[config.mk]
export PLATFORM = sky130hd
export DESIGN_NAME = display_scan_ctrl
export DESIGN_NICKNAME = d
export VERILOG_FILES = /design/src/rtl/display_scan_ctrl.sv
export SDC_FILE = /design/constraint.sdc
export NUM_CORES = 1
export LEC_CHECK = 0
export ABC_AREA = 1
export BUFFER_PORTS_ARGS = -buffer_cell sky130_fd_sc_hd__buf_2
export CAP_MARGIN = 40
export CORE_ASPECT_RATIO = 1.25
export CORE_MARGIN = 2
export CORE_UTILIZATION = 35
export DETAILED_ROUTE_END_ITERATION = 10
export PLACE_DENSITY = 0.64
export SETUP_SLACK_MARGIN = 0.2
export SLEW_MARGIN = 20
export SYNTH_ARGS = -nofsm -noshare
export SYNTH_HDL_FRONTEND = slang
export SYNTH_SLANG_ARGS = --single-unit
[constraint.sdc]
create_clock -name clk -period 3.11 [get_ports clk]
set_input_delay 0.622 -clock clk [delete_from_list [all_inputs] [get_ports clk]]
set_output_delay 0.622 -clock clk [all_outputs]
set_load 0.005 [all_outputs]
[src/rtl/display_scan_ctrl.sv]
// Four-digit 7-segment scan controller: one-hot digit ring, per-frame value
// snapshot, digit enable mask and optional leading-zero blanking.
module display_scan_ctrl #(
  parameter int DIV      = 100000,
  parameter int LZ_BLANK = 1
) (
  input  logic        clk,
  input  logic        reset,
  input  logic [15:0] N,
  input  logic [3:0]  dig_en,
  output logic [3:0]  sel,
  output logic [3:0]  an,
  output logic [3:0]  H,
  output logic        frame_start
);

  localparam int CW = (DIV <= 1) ? 1 : $clog2(DIV);
  localparam logic [CW-1:0] PRESC_LAST = CW'(DIV - 1);

  logic [CW-1:0] presc_reg;
  logic [3:0]    sel_reg;
  logic [15:0]   snap_val_reg;
  logic [3:0]    snap_en_reg;
  logic          frame_start_reg;
  logic          step;
  logic [3:0]    lz;
  logic [3:0]    vis;
  logic [3:0]    nib_masked [4];

  assign step = (presc_reg == PRESC_LAST);

  always_ff @(posedge clk) begin
    if (reset) begin
      presc_reg       <= '0;
      sel_reg         <= 4'b0001;
      snap_val_reg    <= 16'h0000;
      snap_en_reg     <= 4'b0000;
      frame_start_reg <= 1'b0;
    end else begin
      frame_start_reg <= 1'b0;
      if (step) begin
        presc_reg <= '0;
        sel_reg   <= {sel_reg[2:0], sel_reg[3]};
        // Leaving digit 3 closes the frame: latch a coherent value for the next one.
        if (sel_reg[3]) begin
          snap_val_reg    <= N;
          snap_en_reg     <= dig_en;
          frame_start_reg <= 1'b1;
        end
      end else begin
        presc_reg <= presc_reg + CW'(1);
      end
    end
  end

  // Blanking chains down from the top digit; digit 0 always shows.
  assign lz[3] = (LZ_BLANK != 0) && (snap_val_reg[15:12] == 4'h0);
  assign lz[0] = 1'b0;

  generate
    for (genvar gi = 1; gi < 3; gi++) begin : g_lz
      assign lz[gi] = lz[gi+1] & (snap_val_reg[4*gi +: 4] == 4'h0);
    end
  endgenerate

  assign vis = snap_en_reg & ~lz;

  generate
    for (genvar gi = 0; gi < 4; gi++) begin : g_digit
      assign an[gi]         = ~(sel_reg[gi] & vis[gi]);
      assign nib_masked[gi] = {4{sel_reg[gi]}} & snap_val_reg[4*gi +: 4];
    end
  endgenerate

  // sel is one-hot, so an OR of masked nibbles is a glitch-free mux.
  assign H           = nib_masked[0] | nib_masked[1] | nib_masked[2] | nib_masked[3];
  assign sel         = sel_reg;
  assign frame_start = frame_start_reg;

endmodule

==> results of run 1 <==
## synthesized netlist by cell type
master,n,area (µm²)
nor2_2,1,6.26
clkbuf_1,6,22.5
xor2_1,3,26.3
buf_6,3,33.8
inv_2,2,7.51
nand3_1,17,85.1
nor3_1,8,40.0
a21oi_1,14,70.1
nor3_2,1,10.0
ha_1,1,12.5
buf_2,2,10.0
dfxtp_1,42,841
nand2_1,76,285
inv_1,81,304
o21ai_0,7,35.0
nor2_4,1,11.3
nor2_1,45,169
nand3b_1,2,15.0
nand2_2,2,12.5
clkinv_1,1,3.75
nand3_2,2,20.0
nand4_1,25,156
o22ai_1,4,25.0
## final timing paths
check	start	end	slack (ns)	depth (start not counted)
worst min-delay path	presc_reg[0]	presc_reg[0]	0.45	1
worst max register to register	presc_reg[0]	snap_val_reg[1]	0.95	9
worst min register to register	presc_reg[0]	presc_reg[0]	0.45	1
worst max-delay path	presc_reg[0]	snap_val_reg[1]	0.95	9
## logic make-up (layout without fill, tap and decap cells)
group	Yosys count	after routing	share of synthesized area
XOR/XNOR	3	3	0.0119
adder cells (fa/ha/maj)	1	1	0.00568
AND/OR/NAND/NOR	180	180	0.368
buffers and inverters	95	127	0.173
AO/OA/AOI/OAI	25	25	0.0591
flip-flops	42	42	0.382
## layer usage
layer / global-route usage / wire, µm / up-vias
li1: - / - / 1119
met1: 0.186 / 2250 / 889
met2: 0.264 / 2450 / 51
met3: 0.0381 / 217 / 10
met4: 0.0610 / 91 / 0
met5: 0 / 0 / -
## metrics by stage
step | hold WS [ns] | worst slack, ns | util | power [µW] | std cells
4_1_cts | 0.452 | 0.902 | 0.409 | 929 | 463
2_1_floorplan | 0.417 | 1.66 | - | 578 | 346
3_3_place_gp | 0.426 | 0.968 | 0.396 | 594 | 456
6_report | 0.449 | 0.953 | 0.409 | 915 | 463
3_5_place_dp | 0.441 | 0.922 | 0.396 | 595 | 456
5_1_grt | 0.480 | 0.644 | 0.409 | 955 | 463
## power by group through the flow
stage	clock (µW)	combinational, µW	sequential (µW)
final	334	38.9	542
after global placement	0	39.2	555
after global routing	366	46.1	543
after detailed placement	0	39.6	555
after floorplan	0	23.1	555
after CTS	346	39.9	542
## layout make-up
cell class | count | area [µm²] | area share
clock buffer | 5 | 68.8 | 0.0275
sequential | 42 | 841 | 0.335
multi-input combinational | 209 | 980 | 0.391
timing repair buffer | 36 | 185 | 0.0739
clock inverter | 2 | 10.0 | 0.00399
tap | 85 | 106 | 0.0424
inverter | 84 | 315 | 0.126
==> results.toml, run 1 <==
[run_status]
status = "finished clean"

[power_and_ir_drop]
pwr-share-comb = 0.043
p_per_area_mw_per_mm2 = 365
p_int_uw = 708
vdd_drop_max_mv = 0.185
clkPwrFrac = 0.365
switching_share = 0.226
p_leak_uw = 0.00116
pwr-share-seq = 0.593
power.switching_uw = 206

[critical_path]
crit_type = "register to register"
start_kind = "register"
crit_path_end_kind = "register"
cp.required_ns = 3.34
crit_family = "simple AND/OR/NAND/NOR gates"
critPathSlowestCell = "nand3_2"
max_stage_delay_ns = 0.48
crit_top_cell = "nand2_1"
cp_max_fo = 22
crit_arrival_ns = 2.38
worst-path-buf-inv = 1
critical_path.cell_chain = "ha_1, nand2_1, nor2_2, nand2_1, nor2_4, nand3_2, nand2_1, inv_1, nor2_1"

[sta]
slew_viol_final = 0
hold_violations = 0
post-route-period-util = 0.694
tightest_slew_ns = 0.700
setup_violations = 0
rsz0062_at_grt = "no"
fin_worst_skew_ns = 0.00824
fin_crit_ns = 2.16
slew_headroom = 0.530
max_freq_ghz = 0.464
finalSetupTns_ns = 0

[route]
final_antenna_net_count = 0
drt_pre_antenna_iters = 4
drc = 0
viasPerCell = 4.47
routedWlPerCell_um = 10.8
drtIter0Drc = 89
wirelength_mm = 5.00
num_vias = 2069

[place]
place_area_mm2 = 0.00243
dp_hpwl_mm = 3.71
port_buffers = 34
place.gp.congestion = 0.814

[die]
placementRows = 32
die_w_um = 74.9
ios = 35
fp.dieH_um = 92.7
dieArea_mm2 = 0.00695
coreArea_mm2 = 0.00613
start_util = 0.359

[cts]
path_clk_slew_ns = 0.07
cts_tree = "done"
hold_buffers = 0
cts_buffers = 5
cts_sinks = 42
htree_levels = 2
cts_buffer_depth = 2
cts_resized = 0
insertion_delay_ns = 0.29
root_buffer = "clkbuf_8"
post_cts_buffers = 0

[synthesis]
ys_seq_elements = 42
synth_fp_nets = 369
netlist_area_mm2 = 0.00220
ys_warn_count = 0
synth-seq-area-share = 0.382
ys_types = 23
synthCells = 346
syn_avg_cell_area_um2 = 6.36

[cells_and_area]
flow.area_growth_from_synthesis_pct = 13.8
largest_reg_flops = 17
fin_area_mm2 = 0.00251
layout_commonest_cell = "inv_1"
drive_gt1_frac = 0.138
diodes = 0
final_cell_mix = "81 x inv_1, 76 x nand2_1, 45 x nor2_1, 42 x dfxtp_1, 34 x buf_2"
nets = 401
nFillCells = 689

[run]
drv_cap = 0

[grt]
grt_pass1_wl_mm = 8.47
grt_max_degree = 27
antenna_found_initial = 0
track_usage = 0.156
overflow = 0
grt_pass1_vias = 1911

[hold_path]
hold_class = "register to register"
No activity file was read; power rests on OpenSTA's default activity.
==> run 2: changes to the inputs <==
--- a/config.mk
+++ b/config.mk
@@ -12,7 +12,7 @@
 export CORE_MARGIN = 2
 export CORE_UTILIZATION = 35
 export DETAILED_ROUTE_END_ITERATION = 10
-export PLACE_DENSITY = 0.64
+export PLACE_DENSITY = 0.66
 export SETUP_SLACK_MARGIN = 0.2
 export SLEW_MARGIN = 20
 export SYNTH_ARGS = -nofsm -noshare
==> constraint.sdc (replaced) <==
create_clock -name clk -period 1.8 [get_ports clk]
set_input_delay 0.36 -clock clk [delete_from_list [all_inputs] [get_ports clk]]
set_output_delay 0.36 -clock clk [all_outputs]
set_load 0.005 [all_outputs]
==> results.toml, run 2 (synthesis gave the netlist of run 1 again) <==
[place]
placedCellCount = 462
dp_hpwl_mm = 3.77
place.gp.congestion = 0.829
port_buffers = 34

[grt]
overflow = 0
track_usage = 0.149
grt_max_degree = 25
antenna_found_initial = 0
grt_pass1_wl_mm = 8.08
grt_pass1_vias = 1862

[hold_path]
hold_class = "primary input to register"
hp-start = "reset"
min_delay_path_depth = 2
hold_end = "frame_start"

[critical_path]
crit_path_end_kind = "primary output"
crit_family = "simple AND/OR/NAND/NOR gates"
cp_max_fo = 3
r2r_setup_slack_ns = 0.19
rr_endpoint = "snap_val_reg[2]"
critPathSlowestCell = "dfxtp_1"
reg2reg_from = "presc_reg[0]"
reg2regPathDepth = 10
critical_path.cell_chain = "inv_2, nand4_1, nor2_2, nand3_1, nand3_1, buf_2"
cp.required_ns = 1.44
max_stage_delay_ns = 0.32
crit_arrival_ns = 1.26
worst-path-buf-inv = 2
start_kind = "register"
crit_top_cell = "nand3_1"
crit_type = "register to primary output"

[route]
final_antenna_net_count = 0
drtIter0Drc = 128
num_vias = 2167
viasPerCell = 4.53
drt_pre_antenna_iters = 4
routedWlPerCell_um = 11.5
wirelength_mm = 5.48
drc = 0

[cts]
cts_buffer_depth = 2
path_clk_slew_ns = 0.09
cts_buffers = 5
root_buffer = "clkbuf_8"
cts_tree = "done"
htree_levels = 2
hold_buffers = 0
insertion_delay_ns = 0.29
cts_sinks = 42

[power_and_ir_drop]
vdd_drop_max_mv = 0.329
p_per_area_mw_per_mm2 = 663
total_power_uw = 1900
p_leak_uw = 0.00131

[sta]
slew_headroom = 0.813
post-route-period-util = 0.901
fin_crit_ns = 1.62
max_freq_ghz = 0.616
fin_worst_skew_ns = 0.0129
timing.hold.ws_ns = 0.309
setup_violations = 0
slew_viol_final = 0
finalSetupTns_ns = 0
tightest_slew_ns = 0.280
hold_violations = 0
rsz0062_at_grt = "yes"

[cells_and_area]
nFillCells = 653
final_cell_mix = "69 x inv_1, 62 x nand2_1, 42 x nor2_1, 38 x dfxtp_1, 34 x buf_2"
nets = 415
final_util = 0.467
layout_commonest_cell = "inv_1"
final-instance-count-excl-fill = 478
drive_gt1_frac = 0.257
diodes = 0
flow.area_growth_from_synthesis_pct = 29.8
largest_reg_flops = 17

[run]
drv_cap = 0

[die]
start_util = 0.359
die_w_um = 74.9
ios = 35
fp.dieH_um = 92.7
dieArea_mm2 = 0.00695
placementRows = 32
coreArea_mm2 = 0.00613

[run_status]
status = "finished clean"
-- run 2: cell type report --
class	count	area [µm²]	share of cell area
Inverter	84	315	0.110
Clock buffer	5	68.8	0.0241
Timing Repair Buffer	50	360	0.126
Tap cell	85	106	0.0372
Clock inverter	3	68.8	0.0241
Multi-Input combinational cell	209	1090	0.382
Sequential cell	42	848	0.297
-- run 2: worst reg2reg max path, delay by kind of cell, from the launching register on --
kind                       cells  cell delay (ns)
and+or+nand+nor                7             0.71
DFF                            1             0.36
adders and majority gates      1             0.15
buffers and inverters          2             0.30
-- run 2: how the worst max path moves through the flow --
stage | depth (start not counted) | startpoint | to | slack (ns)
finish | 6 | snap_val_reg[12] | an[1] | 0.18
floorplan | 9 | presc_reg[0] | presc_reg[11] | 0.37
detailed placement | 8 | presc_reg[0] | presc_reg[7] | 0.22
global route | 6 | snap_val_reg[12] | an[1] | 0.11
CTS | 5 | sel[2] | H[1] | 0.19
global placement | 9 | presc_reg[0] | snap_val_reg[12] | 0.26
-- run 2: where the power goes --
part / switching (µW) / internal [µW] / total [µW] / leakage [µW]
registers: 6.17 / 933 / 939 / 0.000341
clock network: 325 / 556 / 881 / 0.0000683
logic: 41.0 / 34.5 / 75.4 / 0.000902
total: 372 / 1520 / 1900 / 0.00131
-- run 2: per-stage QoR --
| step | instance area (µm²) | setup WS [ns] |
|---|---|---|
| 2_1_floorplan | 2200 | 0.374 |
| 3_3_place_gp | 2470 | 0.256 |
| 3_5_place_dp | 2470 | 0.216 |
| 4_1_cts | 2620 | 0.188 |
| 5_1_grt | 2860 | 0.110 |
| 6_report | 2860 | 0.178 |
-- run 2: timing repair --
item | 4_1_cts | 5_1_grt
pin swaps | 2 | 24
endpoints found under the setup margin | 4 | 46
setup buffers | 0 | 4
resized for setup | 3 | 55
cloned | 0 | 4
-- run 2: routing by layer --
layer	part of all wire	routed length, µm	up-vias	track usage
met4	0.015	81	0	0.0357
met1	0.42	2270	960	0.170
met2	0.53	2900	46	0.273
met3	0.040	218	8	0.0326
met5	0	0	-	0
li1	-	-	1153	-
==> run 3: changes to the inputs <==
--- a/config.mk
+++ b/config.mk
@@ -8,13 +8,14 @@
 export ABC_AREA = 1
 export BUFFER_PORTS_ARGS = -buffer_cell sky130_fd_sc_hd__buf_2
 export CAP_MARGIN = 40
+export CELL_PAD_IN_SITES_DETAIL_PLACEMENT = 1
+export CELL_PAD_IN_SITES_GLOBAL_PLACEMENT = 1
 export CORE_ASPECT_RATIO = 1.25
 export CORE_MARGIN = 2
 export CORE_UTILIZATION = 35
 export DETAILED_ROUTE_END_ITERATION = 10
-export PLACE_DENSITY = 0.66
+export PLACE_DENSITY = 0.85
 export SETUP_SLACK_MARGIN = 0.2
-export SLEW_MARGIN = 20
 export SYNTH_ARGS = -nofsm -noshare
 export SYNTH_HDL_FRONTEND = slang
 export SYNTH_SLANG_ARGS = --single-unit
==> results.toml, run 3 (synthesis gave the netlist of run 1 again) <==
[power_and_ir_drop]
p_int_uw = 1280
switching_share = 0.235
power.switching_uw = 393
clkPwrFrac = 0.390
p_per_area_mw_per_mm2 = 601
pwr-share-seq = 0.563
pwr-share-comb = 0.047
p_leak_uw = 0.00128
vdd_drop_max_mv = 0.368

[grt]
grt_pass1_vias = 2275
antenna_found_initial = 0
grt_pass1_wl_mm = 9.65
overflow = 0
track_usage = 0.177
grt_max_degree = 26

[place]
dp_hpwl_mm = 4.48
port_buffers = 34
place.gp.congestion = 0.816
dp_slack_ns = 0.199

[die]
placementRows = 32
coreArea_mm2 = 0.00613
die_w_um = 74.9
ios = 35
start_util = 0.359
dieArea_mm2 = 0.00695
fp.dieH_um = 92.7

[route]
final_antenna_net_count = 0
viasPerCell = 4.90
num_vias = 2332
drtIter0Drc = 79
drt_pre_antenna_iters = 4
routedWlPerCell_um = 14.2
wirelength_mm = 6.74
drc = 0

[cts]
cts_buffer_depth = 2
root_buffer = "clkbuf_8"
insertion_delay_ns = 0.29
cts_sinks = 42
path_clk_slew_ns = 0.09
hold_buffers = 0
htree_levels = 2
cts_tree = "done"
cts_buffers = 5

[sta]
slew_headroom = 0.812
rsz0062_at_grt = "yes"
post-route-period-util = 0.921
finalSetupTns_ns = 0
slew_viol_final = 0
fin_crit_ns = 1.66
tightest_slew_ns = 0.280
setup_violations = 0
timing.hold.ws_ns = 0.313
max_freq_ghz = 0.603
fin_worst_skew_ns = 0.0136
setup_slack_ns = 0.142
hold_violations = 0

[cells_and_area]
final_cell_mix = "71 x inv_1, 62 x nand2_1, 42 x nor2_1, 39 x dfxtp_1, 34 x buf_2"
final_util = 0.453
layout_commonest_cell = "inv_1"
drive_gt1_frac = 0.248
diodes = 0
flow.area_growth_from_synthesis_pct = 26.1
nets = 413
largest_reg_flops = 17

[critical_path]
crit_type = "register to primary output"
start_kind = "register"
crit_path_end_kind = "primary output"
cp.required_ns = 1.44
cp_max_fo = 3
crit_arrival_ns = 1.30

[hold_path]
hold_class = "primary input to register"

[run_status]
status = "finished clean"

[run]
drv_cap = 0
==> run 3: cell types whose count changed in the layout (fill, tap and decap cells not counted), moves of 2 or more <==
cell       change
buf_6          -3
bufinv_16      -2
inv_1          +2
inv_2          -2
nand2_2        +2
==> run 3: routing by layer <==
layer | vias up | wire [µm] | GRT usage
li1 | 1148 | - | -
met2 | 41 | 3710 | 0.347
met5 | - | 0 | 0
met1 | 1128 | 2650 | 0.183
met4 | 0 | 180 | 0.0506
met3 | 15 | 199 | 0.0305
==> run 3: power groups by stage <==
| stage | clock network, µW | registers [µW] | logic, µW |
|---|---|---|---|
| 2_1_floorplan | 0 | 958 | 39.8 |
| 3_3_place_gp | 0 | 959 | 70.6 |
| 3_5_place_dp | 0 | 959 | 72.4 |
| 4_1_cts | 667 | 936 | 73.6 |
| 5_1_grt | 705 | 940 | 89.8 |
| 6_report | 652 | 940 | 78.4 |
==> run 3: critical path, stage by stage, from the launching register on <==
cell and delay (ns):
dfxtp_1 0.35, inv_2 0.06, buf_4 0.13, o22ai_2 0.17, a21oi_1 0.07, o21ai_0 0.08
buf_2 0.14
==> run 3: area by class of cell <==
| cell class | count | area [µm²] |
|---|---|---|
| fill | 818 | 3350 |
| clock buffer | 6 | 82.6 |
| clock inverter | 2 | 12.5 |
| inverter | 84 | 315 |
| timing repair buffer | 48 | 334 |
| sequential | 42 | 847 |
| multi-input combinational | 209 | 1080 |
| tap | 85 | 106 |
==> run 3: per-stage QoR <==
step	instances	instance area [µm²]	power, µW
6_report	476	2780	1670
5_1_grt	476	2780	1730
4_1_cts	469	2570	1680
3_5_place_dp	461	2460	1030
3_3_place_gp	461	2460	1030
2_1_floorplan	346	2200	998
==> run 3: timing repair <==
action	4_1_cts	5_1_grt
resized for setup	4	43
setup buffers	0	4
cloned	0	3
endpoints found under the setup margin	8	45
pin swaps	1	22
==> run 3: path summary, 6_finish.rpt <==
path	start	endpoint	slack, ns	cells past startpoint
worst max-delay path	snap_val_reg[15]	H[3]	0.14	6
worst min-delay path	reset	frame_start	0.31	2
worst max register to register	presc_reg[0]	snap_val_reg[15]	0.24	10
worst min register to register	presc_reg[0]	presc_reg[0]	0.45	1
